[config.mk]
export PLATFORM = sky130hd
export DESIGN_NAME = mem_arbiter
export DESIGN_NICKNAME = d
export VERILOG_FILES = /design/src/rtl/mem_arbiter.sv
export SDC_FILE = /design/constraint.sdc
export NUM_CORES = 1
export LEC_CHECK = 0
export BUFFER_PORTS_ARGS = -buffer_cell sky130_fd_sc_hd__buf_2
export CAP_MARGIN = 20
export CORE_MARGIN = 4
export CORE_UTILIZATION = 33
export DETAILED_ROUTE_END_ITERATION = 12
export GPL_TIMING_DRIVEN = 0
export SYNTH_ARGS = -nofsm -noshare
export SYNTH_HDL_FRONTEND = slang
export SYNTH_SLANG_ARGS = --single-unit
export TNS_END_PERCENT = 50
[constraint.sdc]
create_clock -name clk -period 3.95 [get_ports clk]
set_input_delay 0 -clock clk [delete_from_list [all_inputs] [get_ports clk]]
set_output_delay 0 -clock clk [all_outputs]
set_load 0.05 [all_outputs]
[src/rtl/mem_arbiter.sv]
// Two-way round-robin arbiter sharing single-ported main memory between the
// i-cache (line refill) and the d-cache (line refill or write-back).
module mem_arbiter #(
   parameter int ADDR_WIDTH      = 17,
   parameter int LEN             = 32,
   parameter int LINE_WORDS      = 4,
   parameter int LINE_INDEX_SIZE = 2
) (
   input  logic                       clk,
   input  logic                       rst,
   input  logic                       i_req,
   input  logic [ADDR_WIDTH-1:0]      i_addr,
   output logic [LEN*LINE_WORDS-1:0]  i_line,
   output logic                       i_done,
   input  logic                       d_req,
   input  logic                       d_we,
   input  logic [ADDR_WIDTH-1:0]      d_addr,
   input  logic [LEN*LINE_WORDS-1:0]  d_wline,
   output logic [LEN*LINE_WORDS-1:0]  d_rline,
   output logic                       d_done,
   output logic                       mem_en,
   output logic                       mem_wr,
   output logic [ADDR_WIDTH-1:0]      mem_addr,
   output logic [LEN-1:0]             mem_wdata,
   input  logic [LEN-1:0]             mem_rdata,
   output logic                       busy,
   output logic                       grant_owner
);

   localparam int CW      = LINE_INDEX_SIZE + 1;
   localparam int LBITS   = LEN * LINE_WORDS;
   localparam logic [ADDR_WIDTH-1:0] BASE_MASK =
      ~(ADDR_WIDTH'((1 << (LINE_INDEX_SIZE + 2)) - 1));

   typedef enum logic [2:0] {IDLE, READ, DRAIN, WRITE, DONE} state_t;

   state_t                     state, state_next;
   logic [CW-1:0]              issue_cnt;
   logic                       owner;
   logic                       last_owner;
   logic                       we;
   logic [ADDR_WIDTH-1:0]      base;
   logic [LBITS-1:0]           wline;
   logic [LBITS-1:0]           rbuf;
   logic [LBITS-1:0]           full_line;
   logic                       grant_d;
   logic                       last_issue;
   logic [LINE_INDEX_SIZE-1:0] word_idx;
   logic [LINE_INDEX_SIZE-1:0] slot;

   // The counter is one bit wider than a word index so it reaches LINE_WORDS
   // in DRAIN, letting the last word land in slot LINE_WORDS-1.
   assign word_idx   = issue_cnt[LINE_INDEX_SIZE-1:0];
   assign slot       = word_idx - LINE_INDEX_SIZE'(1);
   assign last_issue = (issue_cnt == CW'(LINE_WORDS - 1));

   assign mem_addr    = base + (ADDR_WIDTH'(issue_cnt) << 2);
   assign busy        = (state != IDLE);
   assign grant_owner = owner;

   // On a tie the requester that did not own the previous grant wins.
   always_comb begin
      grant_d = d_req;
      if (i_req && d_req) begin
         grant_d = ~last_owner;
      end
   end

   always_comb begin
      full_line = rbuf;
      full_line[(LINE_WORDS-1)*LEN +: LEN] = mem_rdata;
   end

   always_comb begin
      state_next = state;
      mem_en     = 1'b0;
      mem_wr     = 1'b0;
      mem_wdata  = '0;
      i_done     = 1'b0;
      d_done     = 1'b0;
      case (state)
         IDLE: begin
            if (i_req || d_req) begin
               state_next = (grant_d && d_we) ? WRITE : READ;
            end
         end
         READ: begin
            mem_en = 1'b1;
            if (last_issue) begin
               state_next = DRAIN;
            end
         end
         DRAIN: begin
            state_next = DONE;
         end
         WRITE: begin
            mem_en    = 1'b1;
            mem_wr    = 1'b1;
            mem_wdata = wline[word_idx*LEN +: LEN];
            if (last_issue) begin
               state_next = DONE;
            end
         end
         DONE: begin
            i_done     = ~owner;
            d_done     = owner;
            state_next = IDLE;
         end
         default: begin
            state_next = IDLE;
         end
      endcase
   end

   // Read data trails its strobe by a cycle, so slot k fills while word k+1
   // is being issued; the owner's line is published whole on the DRAIN edge.
   always_ff @(posedge clk) begin
      if (rst) begin
         state      <= IDLE;
         issue_cnt  <= '0;
         owner      <= 1'b0;
         last_owner <= 1'b0;
         we         <= 1'b0;
         base       <= '0;
         wline      <= '0;
         rbuf       <= '0;
         i_line     <= '0;
         d_rline    <= '0;
      end else begin
         state <= state_next;
         case (state)
            IDLE: begin
               if (i_req || d_req) begin
                  owner     <= grant_d;
                  we        <= grant_d & d_we;
                  base      <= (grant_d ? d_addr : i_addr) & BASE_MASK;
                  wline     <= d_wline;
                  issue_cnt <= '0;
               end
            end
            READ: begin
               issue_cnt <= issue_cnt + CW'(1);
               if (issue_cnt != '0) begin
                  rbuf[slot*LEN +: LEN] <= mem_rdata;
               end
            end
            DRAIN: begin
               if (owner) begin
                  d_rline <= full_line;
               end else begin
                  i_line <= full_line;
               end
            end
            WRITE: begin
               issue_cnt <= issue_cnt + CW'(1);
            end
            DONE: begin
               last_owner <= owner;
            end
            default: begin
            end
         endcase
      end
   end

   logic unused_we;
   assign unused_we = we;

endmodule

[Yosys cells after proc, flatten, opt, wreduce, memory -nomap -nowiden]
Cells that the tools add are included.
Word-level totals
  flip-flop bits (word level): 533
  input bits: 199
Cells by class
  $add $sub $neg: 4
  eq/ne operators: 8
  shift-type cells: 3
  multiplexer cells: 15
  bitwise operators: 2
  reduce and logical (&&, ||, !) cells: 14
Operator list (count)
  bitwise mux 128 bit: 1
  variable shift 32 x 34 -> 128 bit, first input constant: 1
  indexed part select 128 x 8 -> 32 bit: 1
  indexed part select 32 x 34 -> 128 bit: 1
  negator 7 -> 34 bit: 1
  2-to-1 mux 32 bit: 1
  adder 17 x 5 -> 17 bit: 1
  2-to-1 mux 17 bit: 1
  2-to-1 mux 3 bit: 4
  one-hot mux 3 bit (4 select lines): 1
  AND reduction 2 bit: 5
  equality test 3 x 2 -> 1 bit, second input constant: 3
  inequality test 2 bit, second input constant: 3
  one-hot mux 3 bit (2 select lines): 1
  nonzero test 3 bit: 2
  2-to-1 mux 1 bit: 5
  adder 3 x 1 -> 3 bit, second input constant: 1
  equality test 3 x 1 -> 1 bit, second input constant: 1
  equality test 3 bit, second input constant: 1
  logical NOT 3 bit: 1
  AND reduction 3 bit: 1
  logical AND 1 bit: 2
  2-to-1 mux 2 bit: 1
  inverter 1 bit: 2
  4 further kinds: 4

[Longest topological paths before layout]
  word-level depth: 6
  gate-level depth with buffers: 11

[Least setup slack after synthesis]
OpenSTA, ideal clock, no wires.
  kind: reg-to-reg
  from: register issue_cnt[0]
  to: register rbuf[66]
  arrival time: 2.693 ns
  path slack: 1.185 ns
  cell stages (with the launch flop): 11
  path buffers: 5
  cells stage by stage: dfxtp_1 > clkbuf_1 > buf_2 > clkbuf_1 > inv_1 > ha_1 > clkbuf_1 > nor4b_1 > clkbuf_1 > nand2_1 > mux2i_1
On the way
  longest elaborated chain between the ends: 4
  elaborated cells between the ends (all ways): 7
Ends and longest elaborated chain
  start: declaration: line 38  | logic [CW-1:0] issue_cnt;
  start signal: assignment: line 142  | issue_cnt <= issue_cnt + CW'(1);
  start signal: assignment: line 155  | issue_cnt <= issue_cnt + CW'(1);
  subtractor 2 x 1 -> 2 bit: line 54  | assign slot = word_idx - LINE_INDEX_SIZE'(1);
  negator 7 -> 34 bit: line 144  | rbuf[slot*LEN +: LEN] <= mem_rdata;
  indexed part select 32 x 34 -> 128 bit or variable shift 32 x 34 -> 128 bit (tied branches): line 144
  bitwise mux 128 bit: line 144
  end signal: indexed assignment: line 144
  end: declaration: line 44  | logic [LBITS-1:0] rbuf;
Parallel ways exist; a longest one is shown, timed or not.
A chain may end at the register's enable or synchronous reset.

[Worst setup path after layout]
  from: register issue_cnt[0]
  to: register rbuf[14]
Same word-level chain as after synthesis.

==> results_dict.tcl <==
set metrics [dict create \
    dr.pass1.iters 7 \
    synthTopCellsByArea "dfxtp_1 50%, nand2_1 11%, a21oi_1 11%, nand3_1 4.1%, clkbuf_1 3.8%" \
    yosysSeqAreaShare_pct 49.6 \
    drc 0 \
    wl_met2_mm 43.0 \
    worst_pin_slew_ns 1.22 \
    core-area_um2 60600 \
    arrival_ns 4.07 \
    place_ws_ns -0.124 \
    async_reset_ff_share_pct 0 \
    grt_antenna_before_repair 8 \
    hold_path.class "in2reg" \
    topRoutingLayerUsed "met5" \
    critPathMaxStageDelay_ns 0.45 \
    clk_pin_slew_ns 0.06 \
    cts_buffers 54 \
    worst-path-buf-inv 6 \
    cp-startpoint "issue_cnt[0]$_SDFFE_PP0P_" \
    wl_mm 87.5 \
    run_status "completed" \
    synth_edf_count 0 \
    syn2layout_area_growth_pct 36.4 \
    synth.most_common_cell "nand2_1" \
    io_buffers 498 \
    yosysWarnings 0 \
    leakage_nw 10.5 \
    rsz0062_at_grt "false" \
    worstSkewPairLatency_ns 0.62 \
    avgRoutedWirePerCell_um 21.8 \
    reg2reg_from "issue_cnt[0]$_SDFFE_PP0P_" \
    clockBufferDepth 3 \
    max-cap-violations 0 \
    syn_inst 2438 \
    critical-path-slowest-cell "dfxtp_1" \
    r2r_cells 10 \
    ys_ff_latch 501 \
    path_class "reg2reg" \
    drtAntennaViolNets 0 \
    cp_top_family "buffers and inverters" \
    worst_slack_ns 0.430 \
    crit_top_cell "clkbuf_1" \
    hold_start "i_req" \
    rows 90 \
    worstSetupEndpointType "flop" \
    die_x_um 256 \
    vias_per_cell 5.19 \
    grt_pass1_wl_mm 129 \
    initial_core_util_pct 33.4 \
    ios 510 \
    dp_hpwl_mm 65.7 \
    clockRootBuffer "clkbuf_16" \
    synth_top_area_share_pct 49.6 \
    cts_tree "yes" \
    crit_chain "clkbuf_1 > buf_2 > clkbuf_2 > inv_1 > ha_1 > clkbuf_1 > buf_1 > nand3_1 > or4_1 > a21oi_1" \
    wl_met3_mm 7.12 \
    synth_top_cell_by_area "dfxtp_1" \
    final.min_clock_period_ns 3.52 \
    slew_violations 0 \
    yosys-top-cells-count "579 x nand2_1, 501 x dfxtp_1, 433 x a21oi_1" \
    max-vdd-ir-drop_mv 0.360 \
    gp_congestion 0.885 \
    grt_max_degree 16 \
    grt_pass1_vias 20426 \
    cp.depth 10 \
    syn_area_um2 20200 \
    grt.overflow.total 0 \
    dieArea_um2 65300 \
    synth_flop_cell "dfxtp_1" \
    die_h_um 256 \
    met1Wirelength_mm 35.0 \
    cp-start-kind "flop" \
    max_freq_ghz 0.284 \
    slew_headroom_pct 18.5 \
    drt_iter0_markers 1656 \
    cts_post_setup_buffers_inserted 0 \
    cp_data_required_time_ns 4.50 \
    finalCritPeriodShare_pct 89.1 \
    postLayoutCoreUtil_pct 45.5 \
    layout-drive-gt1-share_pct 20.5 \
    vias 20815 \
    p_per_area_nw_per_um2 480 \
    postSynthAreaPerCell_um2 8.30 \
    path_max_fanout 10 \
    num-fill-cells 6008 \
    fin_skew_ns 0.0269 \
    netlist-cell-type-count 43 \
    cts_max_level 2 \
    fin_nets 3389 \
    hold_viol 0 \
    finalSetupViolCount 0 \
    track_usage_pct 25.4 \
    whs_path_depth 4 \
    clock_sinks 501 \
]
-- final cells by class --
class / count / area [um^2] / area share (%)
multi-input combinational: 1688 / 9240 / 33.5
inverter: 10 / 37.5 / 0.136
tap: 782 / 978 / 3.55
sequential: 501 / 10000 / 36.3
buffer: 240 / 962 / 3.49
timing repair buffer: 686 / 4380 / 15.9
clock inverter: 33 / 415 / 1.51
clock buffer: 69 / 1550 / 5.61
antenna: 2 / 5.00 / 0.0181
-- worst paths after layout --
check	to	slack, ns
setup reg to reg	rbuf[14]$_SDFFE_PP0P_	0.43
hold reg to reg	i_line[14]$_SDFFE_PP0P_	0.45
hold / removal	grant_owner$_SDFFE_PP0P_	0.03
setup / recovery	rbuf[14]$_SDFFE_PP0P_	0.43
-- layout by cell type, fill, tap and decap left out, types with 3 or more instances in the layout --
cell type and instances:
o211ai_1 3, clkinvlp_4 7, and2_1 3, clkbuf_16 55
dfxtp_1 501, xnor2_1 9, inv_6 3, nand3_1 165
or4_1 32, bufinv_16 7, o21ai_0 129, a211oi_1 14
nand2_1 579, nor2b_1 67, mux4_2 32, nand2b_1 67
ha_1 9, dlygate4sd3_1 187, nor2_1 3, o32ai_1 13
clkinv_2 13, and3_1 5, buf_1 13, clkbuf_1 208
buf_6 4, buf_2 510, mux2i_1 65, clkbuf_8 12
o31ai_1 33, a21oi_1 433, inv_1 9, buf_4 4
nand4_1 3
-- metal layers --
layer  track usage (%)  vias up
met3              5.82      142
met1              30.9     9934
met4              6.87        2
met2              45.3      917
met5                 0        -
li1                  -     9820
-- logic make-up after synthesis --
logic type / share of synthesized area (%)
fa+ha+maj: 0.557
simple gates: 21.2
mux: 6.78
xor+xnor: 0.476
buf+inv: 4.93
other cells: 0.0185
flops: 49.6
compound gates: 16.4
-- where the power goes --
part           total, mW  internal (mW)  switching (mW)
sequential          5.42           5.28           0.143
combinational       2.30          0.725            1.57
clock               5.52           3.26            2.26
total               13.2           9.27            3.98
-- tightest hold or removal path, stage by stage --
cell     delay (ns)
buf_2          0.13
a21bo_2        0.26
or2_2          0.14
a21oi_1        0.05
-- flip-flops by register name, indices dropped and copies added, names as in the netlist --
name,cells
wline,128
last_owner,1
d_rline,128
base,13
state,3
i_line,128
grant_owner,1
issue_cnt,3
rbuf,96
-- timing repair --
action / CTS / global route
endpoints found under the hold margin: 302 / 0
endpoints found under the setup margin: 42 / 82
hold buffers: 187 / 0
resized for setup: 2 / 3
-- metrics by stage --
step / hold WS [ns] / std cells / instance area (um^2) / power, mW / TNS [ns]
2_1_floorplan: 0.136 / 2439 / 20200 / 6.83 / 0
5_1_grt: 0.0512 / 4010 / 27600 / 13.7 / 0
6_report: 0.0331 / 4011 / 27600 / 13.2 / 0
3_3_place_gp: 0.257 / 3719 / 23700 / 7.63 / -18.51
4_1_cts: 0.00944 / 4009 / 27600 / 13.3 / 0
3_5_place_dp: 0.260 / 3720 / 23700 / 7.64 / -2.87
No activity file was read; power rests on OpenSTA's default activity.
